### config.mk
export PLATFORM = sky130hd
export DESIGN_NAME = dot_product_accumulator
export DESIGN_NICKNAME = d
export VERILOG_FILES = /design/src/rtl/dot_product_accumulator.sv
export SDC_FILE = /design/constraint.sdc
export NUM_CORES = 1
export LEC_CHECK = 0
export ABC_AREA = 1
export CAP_MARGIN = 20
export CORE_MARGIN = 3
export CORE_UTILIZATION = 59
export CTS_CLUSTER_SIZE = 10
export DETAILED_ROUTE_END_ITERATION = 12
export PLACE_DENSITY = 0.9
export SLEW_MARGIN = 20
export SYNTH_ARGS = -nofsm -noshare
export SYNTH_HDL_FRONTEND = slang
export SYNTH_SLANG_ARGS = --single-unit
### constraint.sdc
create_clock -name clk -period 6.4 [get_ports clk]
set_clock_uncertainty 0.05 [all_clocks]
set_input_delay 1.92 -clock clk [delete_from_list [all_inputs] [get_ports clk]]
set_output_delay 1.92 -clock clk [all_outputs]
set_load 0.02 [all_outputs]
### src/rtl/dot_product_accumulator.sv
// rtl/dot_product_accumulator.sv - saturating dot-product accumulator with beat counting
module dot_product_accumulator #(
  parameter int BITWIDTH  = 8,
  parameter int ACC_WIDTH = 16,
  parameter int MAX_LEN   = 256,
  parameter int CNT_W     = $clog2(MAX_LEN) + 1
) (
  input  logic                 clk,
  input  logic                 rst_n,
  input  logic                 in_valid,
  output logic                 in_ready,
  input  logic [BITWIDTH-1:0]  in_data,
  input  logic                 in_last,
  output logic                 out_valid,
  input  logic                 out_ready,
  output logic [ACC_WIDTH-1:0] out_sum,
  output logic [CNT_W-1:0]     out_count,
  output logic                 out_sat
);

  typedef enum logic [0:0] {
    ACCUM = 1'b0,
    HOLD  = 1'b1
  } state_t;

  state_t               state_q, state_d;
  logic [ACC_WIDTH-1:0] acc_q, acc_d;
  logic [CNT_W-1:0]     cnt_q, cnt_d;
  logic                 sat_q, sat_d;
  logic [ACC_WIDTH-1:0] sum_q, sum_d;
  logic [CNT_W-1:0]     count_q, count_d;
  logic                 osat_q, osat_d;

  logic                 accept;
  logic [ACC_WIDTH:0]   sum_ext;
  logic                 overflow;
  logic [ACC_WIDTH-1:0] acc_next;
  logic [CNT_W-1:0]     cnt_next;
  logic                 sat_next;
  logic                 close_beat;

  // Handshake flags are straight decodes of the state register, so no input reaches an output.
  assign in_ready  = (state_q == ACCUM);
  assign out_valid = (state_q == HOLD);
  assign out_sum   = sum_q;
  assign out_count = count_q;
  assign out_sat   = osat_q;

  // Datapath: one extra carry bit detects overflow, and the sum clamps instead of wrapping.
  always_comb begin
    accept     = in_valid && (state_q == ACCUM);
    sum_ext    = {1'b0, acc_q} + {{(ACC_WIDTH + 1 - BITWIDTH){1'b0}}, in_data};
    overflow   = sum_ext[ACC_WIDTH];
    acc_next   = overflow ? {ACC_WIDTH{1'b1}} : sum_ext[ACC_WIDTH-1:0];
    sat_next   = sat_q | overflow;
    cnt_next   = cnt_q + 1'b1;
    close_beat = in_last || (cnt_next == CNT_W'(MAX_LEN));
  end

  // Next-state logic: accumulate in ACCUM, latch result on a closing beat, clear on output handshake.
  always_comb begin
    state_d = state_q;
    acc_d   = acc_q;
    cnt_d   = cnt_q;
    sat_d   = sat_q;
    sum_d   = sum_q;
    count_d = count_q;
    osat_d  = osat_q;
    unique case (state_q)
      ACCUM: begin
        if (accept) begin
          acc_d = acc_next;
          cnt_d = cnt_next;
          sat_d = sat_next;
          if (close_beat) begin
            state_d = HOLD;
            sum_d   = acc_next;
            count_d = cnt_next;
            osat_d  = sat_next;
          end
        end
      end
      HOLD: begin
        if (out_ready) begin
          state_d = ACCUM;
          acc_d   = '0;
          cnt_d   = '0;
          sat_d   = 1'b0;
        end
      end
      default: state_d = ACCUM;
    endcase
  end

  // State and result registers; reset drops any partial or pending vector.
  always_ff @(posedge clk or negedge rst_n) begin
    if (!rst_n) begin
      state_q <= ACCUM;
      acc_q   <= '0;
      cnt_q   <= '0;
      sat_q   <= 1'b0;
      sum_q   <= '0;
      count_q <= '0;
      osat_q  <= 1'b0;
    end else begin
      state_q <= state_d;
      acc_q   <= acc_d;
      cnt_q   <= cnt_d;
      sat_q   <= sat_d;
      sum_q   <= sum_d;
      count_q <= count_d;
      osat_q  <= osat_d;
    end
  end

endmodule
Word-level counts from Yosys, hierarchy flattened

Index checks and enable logic that the tools add are counted.
W data, S select, Z words.

Add/sub/neg operators: 2
Eq/ne operators: 3
Mux-type cells: 14
Bitwise gates (word level): 2
Reduce and logical (&&, ||, !) cells: 4

Operators by type and width:

| cell                  | number |
|---|---|
| $mux W16              | 3 |
| $pmux W16 S2          | 1 |
| $mux W9               | 2 |
| $pmux W9 S2           | 1 |
| $add A16 B8 Y17       | 1 |
| $add A9 B1 Y9 const B | 1 |
| $eq A9 B9 Y1 const B  | 1 |
| $mux W1               | 5 |
| $pmux W1 S2           | 2 |
| $reduce_and A3 Y1     | 1 |
| $ne A2 B1 Y1 const B  | 1 |
| $ne A2 B2 Y1 const B  | 1 |
| $reduce_and A2 Y1     | 1 |
| $logic_and A1 B1 Y1   | 1 |
| $logic_or A1 B1 Y1    | 1 |
| $not A1 Y1            | 1 |
| $or A1 B1 Y1          | 1 |

Flip-flop bits (word level): 53
Input port bits: 13
Word-level logic and storage cells: 32

Logic depth before layout (Yosys ltp)

Gate-level depths: netlist of run 1.

Word-level depth: 6
Depth in mapped cells: 13
Depth with buffers taken out: 12

Worst setup path before layout of run 1

Ideal clock, no wire load.

Path kind: input to register
Start point: input in_data[0]
End point: register acc_q[15]
Library setup time: 0.130 ns
Arrival: 3.422 ns
Data required time: 6.220 ns
Path slack: 2.798 ns
Stages: 11
Buffers on the path: 1
Cells stage by stage: ha_1 > fa_1 > nand2_1 > nand3_1 > nand3_1 > nand2_1 > nand3_1 > buf_4 > nand3_1 > nand2_1 > o21ai_0

Word-level cells in the longest chain between the ends: 4

RTL lines:

| what                   | RTL line | source |
|---|---|---|
| start: declaration     | 12       | `input logic [BITWIDTH-1:0] in_data,` |
| $add A16 B8 Y17        | 52       | `sum_ext = {1'b0, acc_q} + {{(ACC_WIDTH + 1 - BITWIDTH){1'b0}}, in_data};` |
| $mux W16               | 54       | `acc_next = overflow ? {ACC_WIDTH{1'b1}} : sum_ext[ACC_WIDTH-1:0];` |
| $mux W16               | 71       | `if (accept) begin` |
| $pmux W16 S2           | 69       | `unique case (state_q)` |
| end signal: assignment | 99       | `acc_q <= '0;` |
| end signal: assignment | 107      | `acc_q <= acc_d;` |
| end: declaration       | 27       | `logic [ACC_WIDTH-1:0] acc_q, acc_d;` |

Every way passes these cells. The select of a mux whose other input is x is not followed.
A chain may end at the register's enable or synchronous reset.

Worst setup path in the final report of run 1

Start point: input in_data[0]
End point: register acc_q[8]

The elaborated chain is that of the path after synthesis.

==> results of run 1 <==
[through the flow]
| step | worst slack (ps) | power, W | hold WS [ps] |
|---|---|---|---|
| detailed placement | 1896 | 0.001088 | 415.7 |
| floorplan | 2798 | 0.0008797 | 402.9 |
| global placement | 1945 | 0.001065 | 404.6 |
| finish | 2195 | 0.001316 | 434.5 |
| CTS | 2214 | 0.001317 | 437.8 |
| global route | 1977 | 0.001420 | 469.7 |
[cell usage after synthesis (2+ instances only)]
library cell  number
nor2_1            18
buf_6              2
nand3b_1           3
o21ai_1            2
clkbuf_1           4
a21oi_1            3
dfrtp_1           53
inv_1             43
nand3_1           61
nand2_4            2
or2_2              3
clkinv_1           2
nand2_1          167
buf_4              3
ha_1              10
xor2_1             2
a22o_1             5
nor2_2             4
o21ai_0           18
nand4_1            4
[critical path, delay by kind of cell]
kind,cells,cell delay [ps]
AO/OA/AOI/OAI,1,100
adder cells (fa/ha/maj),2,660
buffers and inverters,1,410
AND/OR/NAND/NOR,7,1240
[cells by family after synthesis]
group	share of synthesized area, %
adders and majority gates	4.748
buffers and inverters	7.777
xor gates and xnor gates	0.8598
and+or+nand+nor	37.33
DFF	43.39
AOI/OAI and AO/OA	5.895
[flip-flops by register name, summed over array words and instances, names as in the netlist]
register,count
out_valid,1
cnt_q,9
sat_q,1
out_sat,1
out_count,9
acc_q,16
out_sum,16
[power by group]
group	leakage, nW	internal [W]	switching, W
clock	0.0554	0.000118	0.000110
combinational	1.11	0.000238	0.000356
sequential	0.704	0.000423	0.0000715
total	1.86	0.000779	0.000537
[layer usage]
metal / routed length [µm] / track usage (%)
met1: 3302 / 34.60
met5: 0 / 0
met2: 3538 / 43.24
met4: 89 / 9.615
met3: 417 / 5.104
[layout make-up]
type / count / area (µm²) / share of cell area [%]
Clock buffer: 6 / 72.57 / 2.019
Clock inverter: 2 / 38.79 / 1.079
Inverter: 45 / 168.9 / 4.701
Timing Repair Buffer: 42 / 410.4 / 11.42
Sequential cell: 53 / 1326 / 36.91
Multi-Input combinational cell: 311 / 1493 / 41.54
Tap cell: 67 / 83.83 / 2.333
[layout by cell type (no fill, tap or decap), drive strengths merged]
| cell type | n |
|---|---|
| clkinv | 3 |
| ha | 10 |
| dfrtp | 53 |
| clkbuf | 6 |
| o22ai | 1 |
| bufinv | 1 |
| a21boi | 1 |
| nand3b | 3 |
| inv | 43 |
| a21oi | 3 |
| a21o | 1 |
| nand4 | 4 |
| and2 | 1 |
| o21ai | 20 |
| a22o | 5 |
| xor2 | 2 |
| nand2 | 170 |
| nor3 | 1 |
| nand3 | 62 |
| clkdlybuf4s50 | 39 |
| fa | 1 |
| nor2 | 22 |
| buf | 3 |
| or2 | 3 |
| xnor2 | 1 |
[worst max path at each step]
stage                 end  slack [ps]  cells after the start       start
2_1_floorplan   acc_q[15]        2800                     11  in_data[0]
6_report         acc_q[8]        2200                     11  in_data[0]
4_1_cts          acc_q[8]        2210                     11  in_data[0]
3_5_place_dp     acc_q[8]        1900                     11  in_data[0]
5_1_grt        out_sum[8]        1980                     11  in_data[0]
3_3_place_gp   out_sum[7]        1940                     11  in_data[0]
==> impl_results.md, run 1 <==
* Total grt overflow at 0
* Routed WL at 7.347 mm
* Hold Vio Cnt, Final at 0
* Fraction of layout cells with a size suffix above 1 at 4.575%
* Crit Reg-Reg Startpoint: acc_q[0]
* GPL Wtd Cong at 0.9311
* Total of max-cap violations at 0
* Worst R2R Setup Slack at 3840 ps
* Num CTS Buffers at 5
* GRT Total Usage at 26.31%
* Critical Path AT at 4320 ps
* PortBufs at 40
* YS warnings at 0
* Worst R2R Path Depth at 10
* H-tree depth at 2
* Ant diodes at 0
* Crit path launch type: input pin
* CTS tree: yes
* Setup violators final at 0
* Area after DPL at 0.003482 mm²
* Post-synth EDFFs at 0
* Crit. End Element: flip-flop
* Max Fclk at 237.8 MHz
* Die area at 0.006080 mm²
* Status: finished clean
* CP cell instances: clkdlybuf4s50_1 -> ha_1 -> fa_1 -> nand2_1 -> nand3_1 -> nand3_1 -> nand2_1 -> nand3_1 -> nand3_1 -> nand2_1 -> o21ai_0
* Syn_nets at 444
* CTS-repair resized insts at 0
* Detailed placement HPWL at 5.204 mm
* Slew Viols, Final at 0
* Setup TNS at 0 ps
* Core Region at 0.004848 mm²
* Yosys top cell by area: dfrtp_1
* # nets final at 482
* Library cells used by synthesis at 31
* Post-CTS Repair Setup Buffers at 0
* Synth top area share at 43.39%
* Hold_buf cts at 0
* Max VDD drop at 280.8 µV
* Worst Tran Pin Value at 675.6 ps
* P&R area growth vs syn at 17.56%
* CTS Sinks at 53
* CTS root buf: clkbuf_8
* Post-route minimum period at 4205 ps
* Critical Path Fanout Max at 16
* Crit-path most repeated cell: nand3_1
* Routed vias at 2,871
* Hold Startpoint: out_count[4]
* Vias in the first global route at 2,861
* Initial antenna violation count at 0
* Drt via density at 5.458
* First-pass GRT wire length at 12.83 mm
* Die Span X at 77.98 µm
* PD cells at 366.2 mW/mm²
* Dpl cells at 518
* # fillers at 373
* Crit-path max cell delay at 500 ps
* Synthesized flop and latch total at 53
* DR pass1 iterations at 4
* Worst hold path type: flip-flop to flip-flop
* Required @ worst endpoint at 6520 ps
* Synthesized area per cell at 7.278 µm²
* Post-route insts no fill at 526
* Design Area, Final at 0.003593 mm²
* Ys flop type: dfrtp_1
* Unrepaired setup endpoints after global routing: false
* Drt drc at 0
* Fin crit share at 65.70%
* Slowest-stage cell, CP: nand3_1
* IO Pins at 41
* Register area share after synthesis at 43.39%
* Hold depth at 2
* Relative slew slack at 54.83%
* Final antenna-violating net count at 0
* Initial core utilization at 63.05%
* Largest net degree at the start of global routing at 54
* Ys async rst share at 100.0%
* Hold path endpoint: out_count[4]
* Mapped cell area at 0.003057 mm²
* Fin util at 74.12%
* Worst-Skew Late Latency at 300 ps
* Worst r2r dst: acc_q[8]
* DRT iter0 DRCs at 210
* CTS Buffer Depth at 2
* Die Y at 77.98 µm
* WS Path Type: input pin to flip-flop
* Clk slew on worst S/H paths at 90 ps
* Routed len/inst at 13.97 µm
* Cell Rows at 25
* Area contributors post-synth: dfrtp_1 (43%), nand2_1 (21%), nand3_1 (10%)
* Static Leak at 1.864 nW
* Cells after synthesis at 420
(Power assumes the default switching activity.)
==> inputs of run 2 (changes only) <==
CORE_UTILIZATION = 55   (was 59)
PLACE_DENSITY = 0.85   (was 0.9)
clock period = 3.9 ns   (was 6.4 ns; I/O delays follow)
==> run 2 against run 1 <==
Routed wire length shrank 1.1%. Count of clock-buffer cells in the layout did not move. Sequential power up 63%. Critical path depth is 1 higher. Non-clock buffer count grew 3. Sequential share of layout area down 0.27 points. Via count fell by 1.9%. Flip-flop and latch count stayed put. Clock power grew 69%. Cell area is 0.73% higher. Worst hold slack lost 1.7 ps. Largest cell class unchanged.
==> impl_results.md, run 2 (synthesized netlist as in run 1, its figures left out) <==
* CTS Sinks at 53 (unchanged)
* Crit-path most repeated cell: nand3_1
* Critical Path Fanout Max at 7 (-9)
* Crit. End Element: flip-flop
* Slowest-stage cell, CP: fa_1
* Worst Slack Setup Final at 672.8 ps (-1523 ps)
* Worst-Skew Late Latency at 310 ps (about the same)
* Hold Startpoint: out_sum[7]
* Hold depth at 2 (unchanged)
* Total grt overflow at 0 (unchanged)
* Relative slew slack at 45.79% (-9.0 points)
* DRT iter0 DRCs at 231 (+10%)
* Largest net degree at the start of global routing at 50 (-7.4%)
* Multi-input gate area at 0.001493 mm² (unchanged)
* First-pass GRT wire length at 12.56 mm (-2.2%)
* Flop pwr share at 37.4% (-0.2 points)
* Post-route insts no fill at 532 (+1.1%)
* H-tree depth at 2 (unchanged)
* Routed vias at 2,816 (-1.9%)
* Combinational share of power at 44.9% (-0.2 points)
* CTS Buffer Depth at 2 (unchanged)
* IO Pins at 41 (unchanged)
* Cell internal pwr at 0.001279 W (+64%)
* Routed WL at 7.264 mm (-1.1%)
* CTS-repair resized insts at 0 (unchanged)
* Initial antenna violation count at 0 (unchanged)
* Critical Path AT at 3370 ps (-950 ps)
* Required @ worst endpoint at 4050 ps (-2470 ps)
* Hold Vio Cnt, Final at 0 (unchanged)
* Ant diodes at 0 (unchanged)
* Most frequent cells in the layout: nand2_1 (167), nand3_1 (61), dfrtp_1 (53)
* Dpl cells at 524 (+1.2%)
* Drt via density at 5.293 (-3.0%)
* GRT Total Usage at 24.61% (-1.7 points)
* Detailed placement HPWL at 5.270 mm (+1.3%)
* WS Path Type: input pin to flip-flop
* # nets final at 485 (+0.62%)
* Unrepaired setup endpoints after global routing: false
* Die Span X at 80.55 µm (+3.3%)
* Buf/Inv on CP at 2 (+1)
* Worst R2R Setup Slack at 1560 ps (-2280 ps)
* Crit Reg-Reg Startpoint: acc_q[0]
* # fillers at 456 (+22%)
* Setup violators final at 0 (unchanged)
* Initial core utilization at 58.36% (-4.7 points)
* Clk slew on worst S/H paths at 100 ps (about the same)
* Total of max-cap violations at 0 (unchanged)
* Routed len/inst at 13.65 µm (-2.2%)
* Status: finished clean
* Core Region at 0.005238 mm² (+8.0%)
* Final antenna-violating net count at 0 (unchanged)
* Worst Tran Pin Value at 813.2 ps (+137.6 ps)
* PD cells at 596.4 mW/mm² (+63%)
* Drt drc at 0 (unchanged)
* Worst hold path type: flip-flop to flip-flop
* Design Area, Final at 0.003620 mm² (+0.73%)
* Crit path launch type: input pin
* Commonest non-fill, non-tap cell in the layout: nand2_1
* Worst Hold Margin at 432.8 ps (-1.745 ps)
* DR pass1 iterations at 4 (unchanged)
* Post-CTS Repair Setup Buffers at 0 (unchanged)
* CP delay by family, top: simple AND/OR/NAND/NOR gates
* Slew Viols, Final at 0 (unchanged)
* Cell Rows at 26 (+4.0%)
* Area after DPL at 0.003508 mm² (+0.75%)
* Num CTS Buffers at 5 (unchanged)
* PortBufs at 40 (unchanged)
* Clock share of power at 17.8% (+0.5 points)
* Hold path endpoint: out_sum[7]
* Setup TNS at 0 ps (unchanged)
* Post-route minimum period at 3227 ps
* CTS tree: yes
* Static Leak at 1.877 nW (+0.71%)
* P_sw at 0.0008801 W (+64%)
* Vias in the first global route at 2,843 (-0.63%)
* Worst R2R Path Depth at 11 (+1)
* CP cell instances: clkdlybuf4s50_1 -> ha_1 -> fa_1 -> nand2_1 -> nand3_1 -> nand3_1 -> nand2_1 -> nand3_1 -> buf_4 -> nand3_1 -> nand2_1 -> o21ai_0
* Max VDD drop at 392.0 µV (+40%)
* Pre-CTS setup slack at 402.6 ps (-1493 ps)
* Die area at 0.006488 mm² (+6.7%)
* Die Y at 80.55 µm (+3.3%)
* Worst r2r dst: acc_q[8]
* Net Sw Frac at 40.77% (-0.044 points)
* Fraction of layout cells with a size suffix above 1 at 5.195% (+0.62 points)
* Max Fclk at 309.9 MHz
* GPL Wtd Cong at 0.8920 (-4.2%)
* CTS root buf: clkbuf_8
* P&R area growth vs syn at 18.42%
* Crit-path max cell delay at 440 ps (-60 ps)
* Hold_buf cts at 0 (unchanged)
* FF+latch area at 0.001326 mm² (unchanged)
* Fin crit share at 82.75%
run 2: cell count changes in the layout (fill, tap and decap cells not counted), sizes merged:
cell	change
buf	+3
run 2: power groups by stage:
stage               clock [W]  combinational (W)  sequential [W]
CTS                  0.000391           0.000972        0.000808
finish               0.000384           0.000969        0.000806
global route         0.000405            0.00110        0.000826
detailed placement          0           0.000969        0.000817
global placement            0           0.000940        0.000811
floorplan                   0           0.000557        0.000887
run 2: metal layers:
| metal | global-route usage [%] | vias up | routed length (µm) |
|---|---|---|---|
| met5 | 0 | - | 0 |
| met4 | 6.926 | 0 | 77 |
| met3 | 4.372 | 8 | 369 |
| met2 | 41.56 | 79 | 3464 |
| met1 | 32.33 | 1311 | 3352 |
| li1 | - | 1418 | - |
run 2: worst reg2reg max path, delay by kind of cell (launching register included):
family / cells / cell delay, ps
buf+inv: 1 / 210
simple gates: 7 / 840
compound gates: 1 / 80
fa+ha+maj: 2 / 650
flops: 1 / 400
run 2: area by class of cell:
class | count | area share [%]
clock buffers | 6 | 2.005
multi-input cells | 311 | 41.24
flip-flops and latches | 53 | 36.64
repair buffers | 45 | 11.96
inverters | 45 | 4.666
well taps | 70 | 2.420
clock inverters | 2 | 1.072
run 2: per-stage QoR:
stage / utilization (%) / power (W)
floorplan: - / 0.001444
global placement: 66.99 / 0.001751
detailed placement: 66.99 / 0.001785
CTS: 69.11 / 0.002171
global route: 69.11 / 0.002335
finish: 69.11 / 0.002159
run 2: how the worst max path moves through the flow:
stage               start    endpoint  slack, ps  depth (start not counted)
6_report       in_data[0]    acc_q[8]        670                         12
5_1_grt        in_data[0]  out_sum[7]        500                         12
3_5_place_dp   in_data[0]    acc_q[8]        400                         12
2_1_floorplan  in_data[0]   acc_q[15]       1050                         11
3_3_place_gp   in_data[0]  out_sum[7]        430                         12
4_1_cts        in_data[0]   acc_q[11]        680                         12
==> inputs of run 3 (changes only) <==
CORE_UTILIZATION = 50   (was 55)
PLACE_DENSITY = 0.82   (was 0.85)
clock period = 2.8 ns   (was 3.9 ns; I/O delays follow)
==> run 3 against run 2 <==
First-iteration DRC count fell by 38%. Critical path depth did not move. Cell count rose by 1.7%. Combinational power rose by 46%. Critical path type unchanged.
==> impl_results.md, run 3 (synthesized netlist as in run 1, its figures left out) <==
* Worst-Skew Late Latency at 310 ps (about the same)
* Die Span X at 84.19 µm (+4.5%)
* GRT Total Usage at 21.18% (-3.4 points)
* GRT met2 Usage at 34.15% (-7.4 points)
* Worst R2R Path Depth at 9 (-2)
* Busiest grt layer: met2
* Critical Path AT at 2800 ps (-570 ps)
* Unrepaired setup endpoints after global routing: false
* Cell Rows at 27 (+3.8%)
* First-pass GRT wire length at 12.48 mm (-0.61%)
* Multi-input gate area at 0.001493 mm² (unchanged)
* Clk slew on worst S/H paths at 90 ps (about the same)
* Pre-CTS setup slack at -156.8 ps (-559.4 ps)
* DRT iter0 DRCs at 144 (-38%)
* Most frequent cells in the layout: nand2_1 (167), nand3_1 (61), dfrtp_1 (53)
* Total grt overflow at 0 (unchanged)
* Post-CTS Repair Setup Buffers at 0 (unchanged)
* Initial antenna violation count at 0 (unchanged)
* P&R area growth vs syn at 20.63%
* Core Region at 0.005709 mm² (+9.0%)
* Worst r2r dst: out_count[1]
* Worst Tran Pin Value at 556.1 ps (-257.1 ps)
* CTS root buf: clkbuf_8
* Routed len/inst at 13.33 µm (-2.4%)
* Met3 usage at 4.514% (+0.14 points)
* Vias in the first global route at 2,761 (-2.9%)
* Fin crit share at 94.58%
* Ant diodes at 0 (unchanged)
* FF+latch area at 0.001326 mm² (unchanged)
* CP Capture Point: out_sum[4]
* Hold_buf cts at 0 (unchanged)
* Slew Viols, Final at 0 (unchanged)
* DR pass1 iterations at 4 (unchanged)
* Commonest non-fill, non-tap cell in the layout: nand2_1
* Area after DPL at 0.003576 mm² (+1.9%)
* Final antenna-violating net count at 0 (unchanged)
* Crit path launch type: input pin
* Max Fclk at 377.6 MHz
* Design Area, Final at 0.003687 mm² (+1.9%)
* Initial core utilization at 53.54% (-4.8 points)
* Total Power at 0.003059 W (+42%)
* Worst R2R Setup Slack at 530 ps (-1030 ps)
* H-tree depth at 2 (unchanged)
* Required @ worst endpoint at 2950 ps (-1100 ps)
* GPL Wtd Cong at 0.9301 (+4.3%)
* Routed vias at 2,831 (+0.53%)
* Critical Path Fanout Max at 10 (+3)
* Total of max-cap violations at 0 (unchanged)
* Hold Vio Cnt, Final at 0 (unchanged)
* Worst Slack Setup Final at 151.8 ps (-521.1 ps)
* CTS-repair resized insts at 0 (unchanged)
* Post-route minimum period at 2648 ps
* Status: finished clean
* Met1 global-route usage at 29.45% (-2.9 points)
* Worst hold path type: flip-flop to flip-flop
* Drt via density at 5.233 (-1.1%)
* WS Path Type: input pin to flip-flop
* Relative slew slack at 62.93% (+17 points)
* Routed WL at 7.212 mm (-0.72%)
* CTS Buffer Depth at 2 (unchanged)
* Static Leak at 1.917 nW (+2.1%)
* Fraction of layout cells with a size suffix above 1 at 6.610% (+1.4 points)
* Die Y at 84.19 µm (+4.5%)
* # fillers at 506 (+11%)
* # nets final at 492 (+1.4%)
* Crit Reg-Reg Startpoint: cnt_q[0]
* Largest net degree at the start of global routing at 31 (-38%)
* Fin util at 64.58% (-4.5 points)
* Setup violators final at 0 (unchanged)
* Max VDD drop at 488.5 µV (+25%)
* PD cells at 829.6 mW/mm² (+39%)
* Drt drc at 0 (unchanged)
* Die area at 0.007087 mm² (+9.2%)
* Setup TNS at 0 ps (unchanged)
* Num CTS Buffers at 5 (unchanged)
* CTS tree: yes
* PortBufs at 40 (unchanged)
* Detailed placement HPWL at 5.280 mm (+0.19%)
* IO Pins at 41 (unchanged)
* Crit. End Element: flip-flop
* CTS Sinks at 53 (unchanged)
* Crit path from: in_data[0]
[run 3: cell type report]
type	count	area share [%]
Clock buffer	6	1.968
Clock inverter	2	1.052
Inverter	45	4.581
Multi-Input combinational cell	311	40.48
Sequential cell	53	35.97
Tap cell	72	2.443
Timing Repair Buffer	52	13.51
[run 3: how the worst min path moves through the flow]
stage	from	to	slack, ps	depth (start not counted)
6_report	out_sum[11]	out_sum[11]	430	2
5_1_grt	out_count[4]	out_count[4]	460	2
3_5_place_dp	out_count[5]	out_count[5]	410	2
3_3_place_gp	out_sum[3]	out_sum[3]	410	2
4_1_cts	out_count[5]	out_count[5]	430	2
2_1_floorplan	acc_q[5]	acc_q[5]	400	2
[run 3: through the flow]
| step | hold WS, ps | std cells |
|---|---|---|
| final | 432.9 | 541 |
| after global routing | 455.6 | 541 |
| after CTS | 434.1 | 541 |
| after detailed placement | 410.4 | 533 |
| after global placement | 406.3 | 533 |
| after floorplan | 402.9 | 420 |
[run 3: worst max-delay path, cell delays in order]
cell and delay, ps:
clkdlybuf4s50_1 410, ha_1 230, fa_1 390, nand2_1 80, nand3_1 80, nand3_1 110
nand2_1 90, nand3_1 100, buf_4 190, nand3b_1 110, nand3_1 110, nand2_1 70
[run 3: per-layer routing]
metal  up-vias  part of all wire [%]
met5         -                     0
met4         0                   1.1
met3         8                   5.9
met2        94                    46
met1      1299                    47
li1       1430                     -
[run 3: power by group]
part | total [W] | switching, W | internal (W)
clock network | 0.000522 | 0.000253 | 0.000269
logic | 0.00141 | 0.000817 | 0.000593
registers | 0.00113 | 0.000161 | 0.000967
total | 0.00306 | 0.00123 | 0.00183
